--- config.mk ---
export PLATFORM = sky130hd
export DESIGN_NAME = bclk_training_ctrl
export DESIGN_NICKNAME = d
export VERILOG_FILES = /design/src/rtl/bclk_training_ctrl.sv
export SDC_FILE = /design/constraint.sdc
export NUM_CORES = 1
export LEC_CHECK = 0
export CAP_MARGIN = 5
export CORE_MARGIN = 2
export CORE_UTILIZATION = 55
export CTS_CLUSTER_SIZE = 14
export DETAILED_ROUTE_END_ITERATION = 8
export PLACE_DENSITY = 0.79
export SLEW_MARGIN = 10
export SYNTH_ARGS = -nofsm -noshare
export SYNTH_HDL_FRONTEND = slang
export SYNTH_SLANG_ARGS = --single-unit
export TNS_END_PERCENT = 1
--- constraint.sdc ---
create_clock -name FAB_CLK -period 6.4 [get_ports FAB_CLK]
set_input_delay 0.96 -clock FAB_CLK [delete_from_list [all_inputs] [get_ports FAB_CLK]]
set_output_delay 0.96 -clock FAB_CLK [all_outputs]
set_load 0.05 [all_outputs]
--- src/rtl/bclk_training_ctrl.sv ---
// -----------------------------------------------------------------------------
// bclk_training_ctrl
//
// Fabric-side controller for the LPDDR3 BCLK training lane (FAB_CLK domain).
// Reloads the IOD input delay line, then sweeps it one tap at a time. At each
// tap it clears the eye-monitor flags, waits for the line to settle, and
// observes RX_DATA and the early/late flags. It finds the first run of at least
// MIN_WINDOW contiguous passing taps, then reloads the line and steps it to
// the centre of that run.
//
// Ports
//   FAB_CLK                 in   fabric clock (IOD RX_CLK domain)
//   SYNC_RST                in   synchronous active-high reset
//   TRAIN_START             in   one-cycle start request, ignored while busy
//   RX_DATA[7:0]            in   deserialised BCLK word
//   EYE_MONITOR_EARLY       in   IOD early flag (sticky until cleared)
//   EYE_MONITOR_LATE        in   IOD late flag (sticky until cleared)
//   DELAY_LINE_OUT_OF_RANGE in   IOD delay-line limit reached
//   DELAY_LINE_LOAD         out  one-cycle pulse, reload delay line to tap 0
//   DELAY_LINE_MOVE         out  one-cycle pulse, move one tap
//   DELAY_LINE_DIRECTION    out  1 (increment) whenever MOVE is high
//   EYE_MONITOR_CLEAR_FLAGS out  one-cycle pulse
//   BUSY                    out  training in progress
//   TRAIN_DONE              out  sticky, centring complete
//   TRAIN_ERR               out  sticky, no valid window found
//   TAP_COUNT[7:0]          out  final tap when done, else current sweep tap
//   DBG_STATE[3:0]          out  current FSM state encoding (debug)
//
// Handshake: TRAIN_START is sampled only in IDLE. Each pulse output is high
// for exactly one FAB_CLK cycle. No two of LOAD, MOVE and CLEAR_FLAGS are
// high in the same cycle.
// -----------------------------------------------------------------------------
module bclk_training_ctrl #(
  parameter int          SETTLE_CYCLES = 16,
  parameter int          SAMPLE_CYCLES = 32,
  parameter int          MAX_TAPS      = 128,
  parameter int          MIN_WINDOW    = 4,
  parameter logic [7:0]  PATTERN       = 8'h55
) (
  input  logic       FAB_CLK,
  input  logic       SYNC_RST,
  input  logic       TRAIN_START,
  input  logic [7:0] RX_DATA,
  input  logic       EYE_MONITOR_EARLY,
  input  logic       EYE_MONITOR_LATE,
  input  logic       DELAY_LINE_OUT_OF_RANGE,
  output logic       DELAY_LINE_LOAD,
  output logic       DELAY_LINE_MOVE,
  output logic       DELAY_LINE_DIRECTION,
  output logic       EYE_MONITOR_CLEAR_FLAGS,
  output logic       BUSY,
  output logic       TRAIN_DONE,
  output logic       TRAIN_ERR,
  output logic [7:0] TAP_COUNT,
  output logic [3:0] DBG_STATE
);

  typedef enum logic [3:0] {
    S_IDLE   = 4'd0,
    S_LOAD   = 4'd1,
    S_CLEAR  = 4'd2,
    S_SETTLE = 4'd3,
    S_SAMPLE = 4'd4,
    S_EVAL   = 4'd5,
    S_STEP   = 4'd6,
    S_CLOAD  = 4'd7,
    S_CMOVE  = 4'd8,
    S_CGAP   = 4'd9,
    S_DONE   = 4'd10,
    S_ERR    = 4'd11
  } state_t;

  localparam logic [15:0] SETTLE_LAST = 16'(SETTLE_CYCLES - 1);
  localparam logic [15:0] SAMPLE_LAST = 16'(SAMPLE_CYCLES - 1);
  localparam logic [7:0]  LAST_TAP    = 8'(MAX_TAPS - 1);
  localparam logic [8:0]  MIN_W       = 9'(MIN_WINDOW);

  state_t      r_state;
  logic [15:0] r_cnt;
  logic [7:0]  r_tap;
  logic [7:0]  r_start;
  logic [7:0]  r_end;
  logic [8:0]  r_run;
  logic        r_fail;
  logic [7:0]  r_prev;
  logic [7:0]  r_mcnt;
  logic        r_load;
  logic        r_move;
  logic        r_dir;
  logic        r_clr;
  logic        r_busy;
  logic        r_done;
  logic        r_err;
  logic [7:0]  r_tap_count;

  logic        w_word_bad;
  logic        w_changed;
  logic        w_sample_fail;
  logic        w_pass;
  logic        w_run_ok;
  logic [8:0]  w_run_next;
  logic [7:0]  w_start_next;
  logic        w_last;
  logic [8:0]  w_sum;
  logic [7:0]  w_centre;

  // Either polarity of the BCLK word is a valid lock.
  assign w_word_bad    = (RX_DATA != PATTERN) && (RX_DATA != ~PATTERN);
  // The first SAMPLE cycle has no predecessor within this tap.
  assign w_changed     = (r_cnt != 16'd0) && (RX_DATA != r_prev);
  assign w_sample_fail = w_word_bad | w_changed | EYE_MONITOR_EARLY | EYE_MONITOR_LATE;

  assign w_pass       = ~r_fail;
  assign w_run_ok     = (r_run >= MIN_W);
  assign w_run_next   = w_pass ? (r_run + 9'd1) : (w_run_ok ? r_run : 9'd0);
  assign w_start_next = (w_pass && (r_run == 9'd0)) ? r_tap : r_start;
  assign w_last       = (r_tap == LAST_TAP) || DELAY_LINE_OUT_OF_RANGE;

  // Sum in 9 bits so taps near 255 do not wrap before the halving.
  assign w_sum    = {1'b0, r_start} + {1'b0, r_end};
  assign w_centre = w_sum[8:1];

  always_ff @(posedge FAB_CLK) begin
    if (SYNC_RST) begin
      r_state     <= S_IDLE;
      r_cnt       <= 16'd0;
      r_tap       <= 8'd0;
      r_start     <= 8'd0;
      r_end       <= 8'd0;
      r_run       <= 9'd0;
      r_fail      <= 1'b0;
      r_prev      <= 8'd0;
      r_mcnt      <= 8'd0;
      r_load      <= 1'b0;
      r_move      <= 1'b0;
      r_dir       <= 1'b0;
      r_clr       <= 1'b0;
      r_busy      <= 1'b0;
      r_done      <= 1'b0;
      r_err       <= 1'b0;
      r_tap_count <= 8'd0;
    end else begin
      // Pulse outputs default low; a transition raises one for the next cycle.
      r_load <= 1'b0;
      r_move <= 1'b0;
      r_dir  <= 1'b0;
      r_clr  <= 1'b0;
      unique case (r_state)
        S_IDLE: begin
          r_tap   <= 8'd0;
          r_start <= 8'd0;
          r_run   <= 9'd0;
          if (TRAIN_START) begin
            r_state     <= S_LOAD;
            r_load      <= 1'b1;
            r_busy      <= 1'b1;
            r_done      <= 1'b0;
            r_err       <= 1'b0;
            r_tap_count <= 8'd0;
          end
        end
        S_LOAD: begin
          r_state <= S_CLEAR;
          r_clr   <= 1'b1;
        end
        S_CLEAR: begin
          r_state <= S_SETTLE;
          r_cnt   <= 16'd0;
        end
        S_SETTLE: begin
          if (r_cnt == SETTLE_LAST) begin
            r_state <= S_SAMPLE;
            r_cnt   <= 16'd0;
            r_fail  <= 1'b0;
          end else begin
            r_cnt <= r_cnt + 16'd1;
          end
        end
        S_SAMPLE: begin
          r_prev <= RX_DATA;
          r_fail <= r_fail | w_sample_fail;
          if (r_cnt == SAMPLE_LAST) begin
            r_state <= S_EVAL;
          end else begin
            r_cnt <= r_cnt + 16'd1;
          end
        end
        S_EVAL: begin
          r_run   <= w_run_next;
          r_start <= w_start_next;
          if (!w_pass && w_run_ok) begin
            // Window closed by this failing tap.
            r_end   <= r_tap - 8'd1;
            r_state <= S_CLOAD;
            r_load  <= 1'b1;
          end else if (w_last) begin
            if (w_run_next >= MIN_W) begin
              // Window still open at the end of the usable range.
              r_end   <= r_tap;
              r_state <= S_CLOAD;
              r_load  <= 1'b1;
            end else begin
              r_state     <= S_ERR;
              r_err       <= 1'b1;
              r_busy      <= 1'b0;
              r_tap_count <= r_tap;
            end
          end else begin
            r_state <= S_STEP;
            r_move  <= 1'b1;
            r_dir   <= 1'b1;
          end
        end
        S_STEP: begin
          r_tap       <= r_tap + 8'd1;
          r_tap_count <= r_tap + 8'd1;
          r_state     <= S_CLEAR;
          r_clr       <= 1'b1;
        end
        S_CLOAD: begin
          r_mcnt <= 8'd0;
          if (w_centre == 8'd0) begin
            r_state     <= S_DONE;
            r_done      <= 1'b1;
            r_busy      <= 1'b0;
            r_tap_count <= w_centre;
          end else begin
            r_state <= S_CMOVE;
            r_move  <= 1'b1;
            r_dir   <= 1'b1;
          end
        end
        S_CMOVE: begin
          r_mcnt  <= r_mcnt + 8'd1;
          r_state <= S_CGAP;
        end
        S_CGAP: begin
          // The gap cycle keeps MOVE pulses from ever being adjacent.
          if (r_mcnt == w_centre) begin
            r_state     <= S_DONE;
            r_done      <= 1'b1;
            r_busy      <= 1'b0;
            r_tap_count <= w_centre;
          end else begin
            r_state <= S_CMOVE;
            r_move  <= 1'b1;
            r_dir   <= 1'b1;
          end
        end
        S_DONE: r_state <= S_IDLE;
        S_ERR:  r_state <= S_IDLE;
        default: r_state <= S_IDLE;
      endcase
    end
  end

  assign DELAY_LINE_LOAD         = r_load;
  assign DELAY_LINE_MOVE         = r_move;
  assign DELAY_LINE_DIRECTION    = r_dir;
  assign EYE_MONITOR_CLEAR_FLAGS = r_clr;
  assign BUSY                    = r_busy;
  assign TRAIN_DONE              = r_done;
  assign TRAIN_ERR               = r_err;
  assign TAP_COUNT               = r_tap_count;
  assign DBG_STATE               = r_state;

endmodule

==> impl_metrics.json <==
{
  "outcome": "finished clean",
  "synth-xor-area-share_pct": 7.90,
  "cts-hold-fix-buffers": 0,
  "synth_top_cells_by_area": "dfxtp_1 (34%), nor2_1 (5.7%), xnor2_1 (5.7%)",
  "combinational_family_with_the_most_area_after_synthesis": "simple AND/OR/NAND/NOR gates",
  "synthMostInstantiatedCell": "dfxtp_1",
  "max_clock_freq_mhz": 316,
  "setup_viol_count_final": 0,
  "tritoncts.num_buffers": 9,
  "slew-limit-headroom_pct": 21.8,
  "regArea_um2": 1680,
  "setup_repair_after_global_routing_missed_its_margin": "no",
  "number_of_slew_limit_violations_in_the_final_report": 0,
  "timing.clock.skew_ps": 13.7,
  "ffs_w_async_s_r_synth_pct": 0,
  "drc_errors": 0,
  "worstPathBufferInverterCount": 0,
  "die_y_um": 98.8,
  "start_kind": "register",
  "tightestPinTransition_ps": 1170,
  "floorplan.initialDensity_pct": 56.7,
  "synthesized_instance_count": 620,
  "worst-setup-path-type": "reg2reg",
  "cts_setup_buffers": 0,
  "wl_per_cell_um": 16.8,
  "vias_in_the_first_global_route": 4308,
  "fraction_of_the_mapped_netlist_area_in_adder_cells_pct": 3.95,
  "final.fill_count": 762,
  "ys_warn_count": 0,
  "port-buffer-count": 32,
  "vdd_ir_max_mv": 0.112,
  "worst_skew_pair.late_latency_ps": 360,
  "ys_types": 75,
  "layout-drive-gt1-share_pct": 6.43,
  "critical_path_fanout_max": 19,
  "synth.mux.area_fraction_pct": 0.937,
  "place.detailed.hpwl_mm": 9.05,
  "cts.reportedPaths.clkPinSlew_ps": 90,
  "layout_worst_path_cycle_share_pct": 49.4,
  "syn2layout_area_growth_pct": 11.0,
  "routed-via-count": 4617,
  "clkSinkCount": 84,
  "regToRegEndpoint": "r_end[5]$_SDFFE_PP0P_",
  "grt_overflow": 0,
  "yosysSeqAreaShare_pct": 34.0,
  "max_cap_viol_count": 0,
  "grt_use_total_pct": 25.9,
  "floorplan.die.width_um": 98.8,
  "drt.antenna.violating_nets": 0,
  "grt_pass1_wl_mm": 20.7,
  "yosys-top-cells-count": "dfxtp_1 (84), nor2_1 (75), nand2_1 (68), a21oi_1 (51), xnor2_1 (32)",
  "footprint_of_the_multi_input_gates_um2": 3070,
  "final-hold-violation-count": 0,
  "placement_rows": 34,
  "antenna_found_initial": 0,
  "worstRegToRegCells": 5,
  "synth.cell_area_um2": 4940,
  "kind_of_cell_adding_the_most_delay_to_the_critical_path": "compound AO/OA/AOI/OAI gates",
  "critPathCaptureType": "register",
  "worst_hold_path_type": "reg2reg",
  "cts.htree.levels": 3,
  "crit_required_ps": 6660,
  "critical-path-max-stage-delay_ps": 1100,
  "r2r-start": "DBG_STATE[0]$_SDFFE_PP0P_",
  "first_iter_violations": 342,
  "cellLeakagePower_nw": 2.00,
  "synth_top_area_share_pct": 34.0,
  "vias_per_cell": 6.19,
  "worstSetupStartpoint": "DBG_STATE[0]$_SDFFE_PP0P_",
  "synth.largest_area_cell": "dfxtp_1",
  "postSynthRegisterBits": 84,
  "period_needed_ps": 3160,
  "core_area_um2": 8720,
  "cellPowerDensity_nw_per_um2": 195,
  "grt_max_degree": 68,
  "synth_area_in_compound_gates_pct": 22.1,
  "clock_tree.buffer_depth": 2,
  "critPathSlowestCell": "a311oi_2",
  "tns_ps": 0,
  "postCtsResizedCells": 0,
  "drt_first_pass_iters": 5,
  "antenna-diode-count": 0,
  "dominantRegCellSynth": "dfxtp_1",
  "rrSetupSlack_ps": 3240,
  "clock-root-buffer": "clkbuf_8",
  "drt-total-wl_mm": 12.5,
  "synth_area_per_cell_um2": 7.97,
  "number_of_placed_i_o_pins": 33,
  "place_congestion": 0.889,
  "logic_depth_of_the_worst_setup_path_including_buffers": 5,
  "critPathArrivalTime_ps": 3430,
  "finish.net_count": 662,
  "synth-simple-area-share_pct": 27.2,
  "hp-start": "r_start[5]$_SDFFE_PP0P_",
  "setup.worst_path.end": "r_end[5]$_SDFFE_PP0P_",
  "die_area_um2": 9760,
  "crit_path_cells": "nor2b_1, nand3_1, a311oi_2, nor2_1, a211oi_1",
  "cts_tree": "yes",
  "mappedNetlistNets": 649,
  "synth-edff-count": 0,
  "fraction_of_the_core_area_covered_by_cells_at_the_end_of_the_flow_pct": 62.9
}
sequential cells by signal (all words and copies together), names as in the netlist:
signal	flops
r_prev	8
r_fail	1
r_tap	8
DELAY_LINE_DIRECTION	1
EYE_MONITOR_CLEAR_FLAGS	1
DBG_STATE	4
r_start	8
TAP_COUNT	8
TRAIN_ERR	1
r_cnt	16
r_end	8
BUSY	1
TRAIN_DONE	1
DELAY_LINE_LOAD	1
r_mcnt	8
r_run	9
how the worst min path moves through the flow:
| stage | cells after the start | to | slack [ps] |
|---|---|---|---|
| finish | 2 | r_start[5]$_SDFFE_PP0P_ | 460 |
| global route | 1 | TAP_COUNT[3]$_SDFFE_PP0P_ | 490 |
| CTS | 2 | r_start[5]$_SDFFE_PP0P_ | 470 |
| detailed placement | 1 | TAP_COUNT[6]$_SDFFE_PP0P_ | 450 |
| global placement | 2 | r_start[6]$_SDFFE_PP0P_ | 450 |
| floorplan | 2 | r_start[2]$_SDFFE_PP0P_ | 440 |
per-layer routing:
| layer | GRT usage [%] | routed length [um] |
|---|---|---|
| met5 | 0 | 0 |
| met4 | 8.64 | 251 |
| met3 | 5.18 | 661 |
| met2 | 40.8 | 5810 |
| met1 | 35.6 | 5780 |
per-stage QoR:
step / hold slack (ps) / area [um2] / worst slack [ps] / cells / power, mW
2_1_floorplan: 436 / 4940 / 3610 / 620 / 0.642
3_3_place_gp: 446 / 5280 / 3400 / 730 / 0.684
3_5_place_dp: 454 / 5280 / 3290 / 730 / 0.686
4_1_cts: 466 / 5480 / 3300 / 746 / 1.08
5_1_grt: 489 / 5480 / 2930 / 746 / 1.11
6_report: 463 / 5480 / 3240 / 746 / 1.07
where the power goes:
part           switching, mW  total [mW]  internal, mW
Combinational         0.0909       0.137        0.0457
Clock                  0.197       0.390         0.193
Sequential            0.0121       0.540         0.528
tightest hold or removal path, cell delays in order, from the launching register on:
cell	delay [ps]
dfxtp_1	320
nand2_1	50
a21oi_1	50
logic make-up (layout without fill, tap and decap cells):
kind of cell,count (synthesis),count (layout)
fa+ha+maj,15,15
xor+xnor,43,43
flops,84,84
mux,4,4
simple gates,270,270
compound gates,156,156
buf+inv,48,66
area by class of cell:
class	instances	share of cell area, %
sequential	84	30.7
timing repair buffer	35	6.16
clock inverter	5	1.12
tap	108	2.46
clock buffer	11	2.58
multi-input combinational	488	56.0
inverter	15	1.03
placed cells by master (no fill, tap or decap), types with 10 or more instances in the layout:
cell,n
nand2_1,68
ha_1,14
inv_1,14
clkbuf_8,10
xnor2_1,32
a21oi_1,51
o21ai_0,24
nand3_1,31
dfxtp_1,84
nor2_1,75
nand4_1,11
xor2_1,10
nor3_1,20
clkdlybuf4s50_1,31
Power figures use the tool's default switching activity.
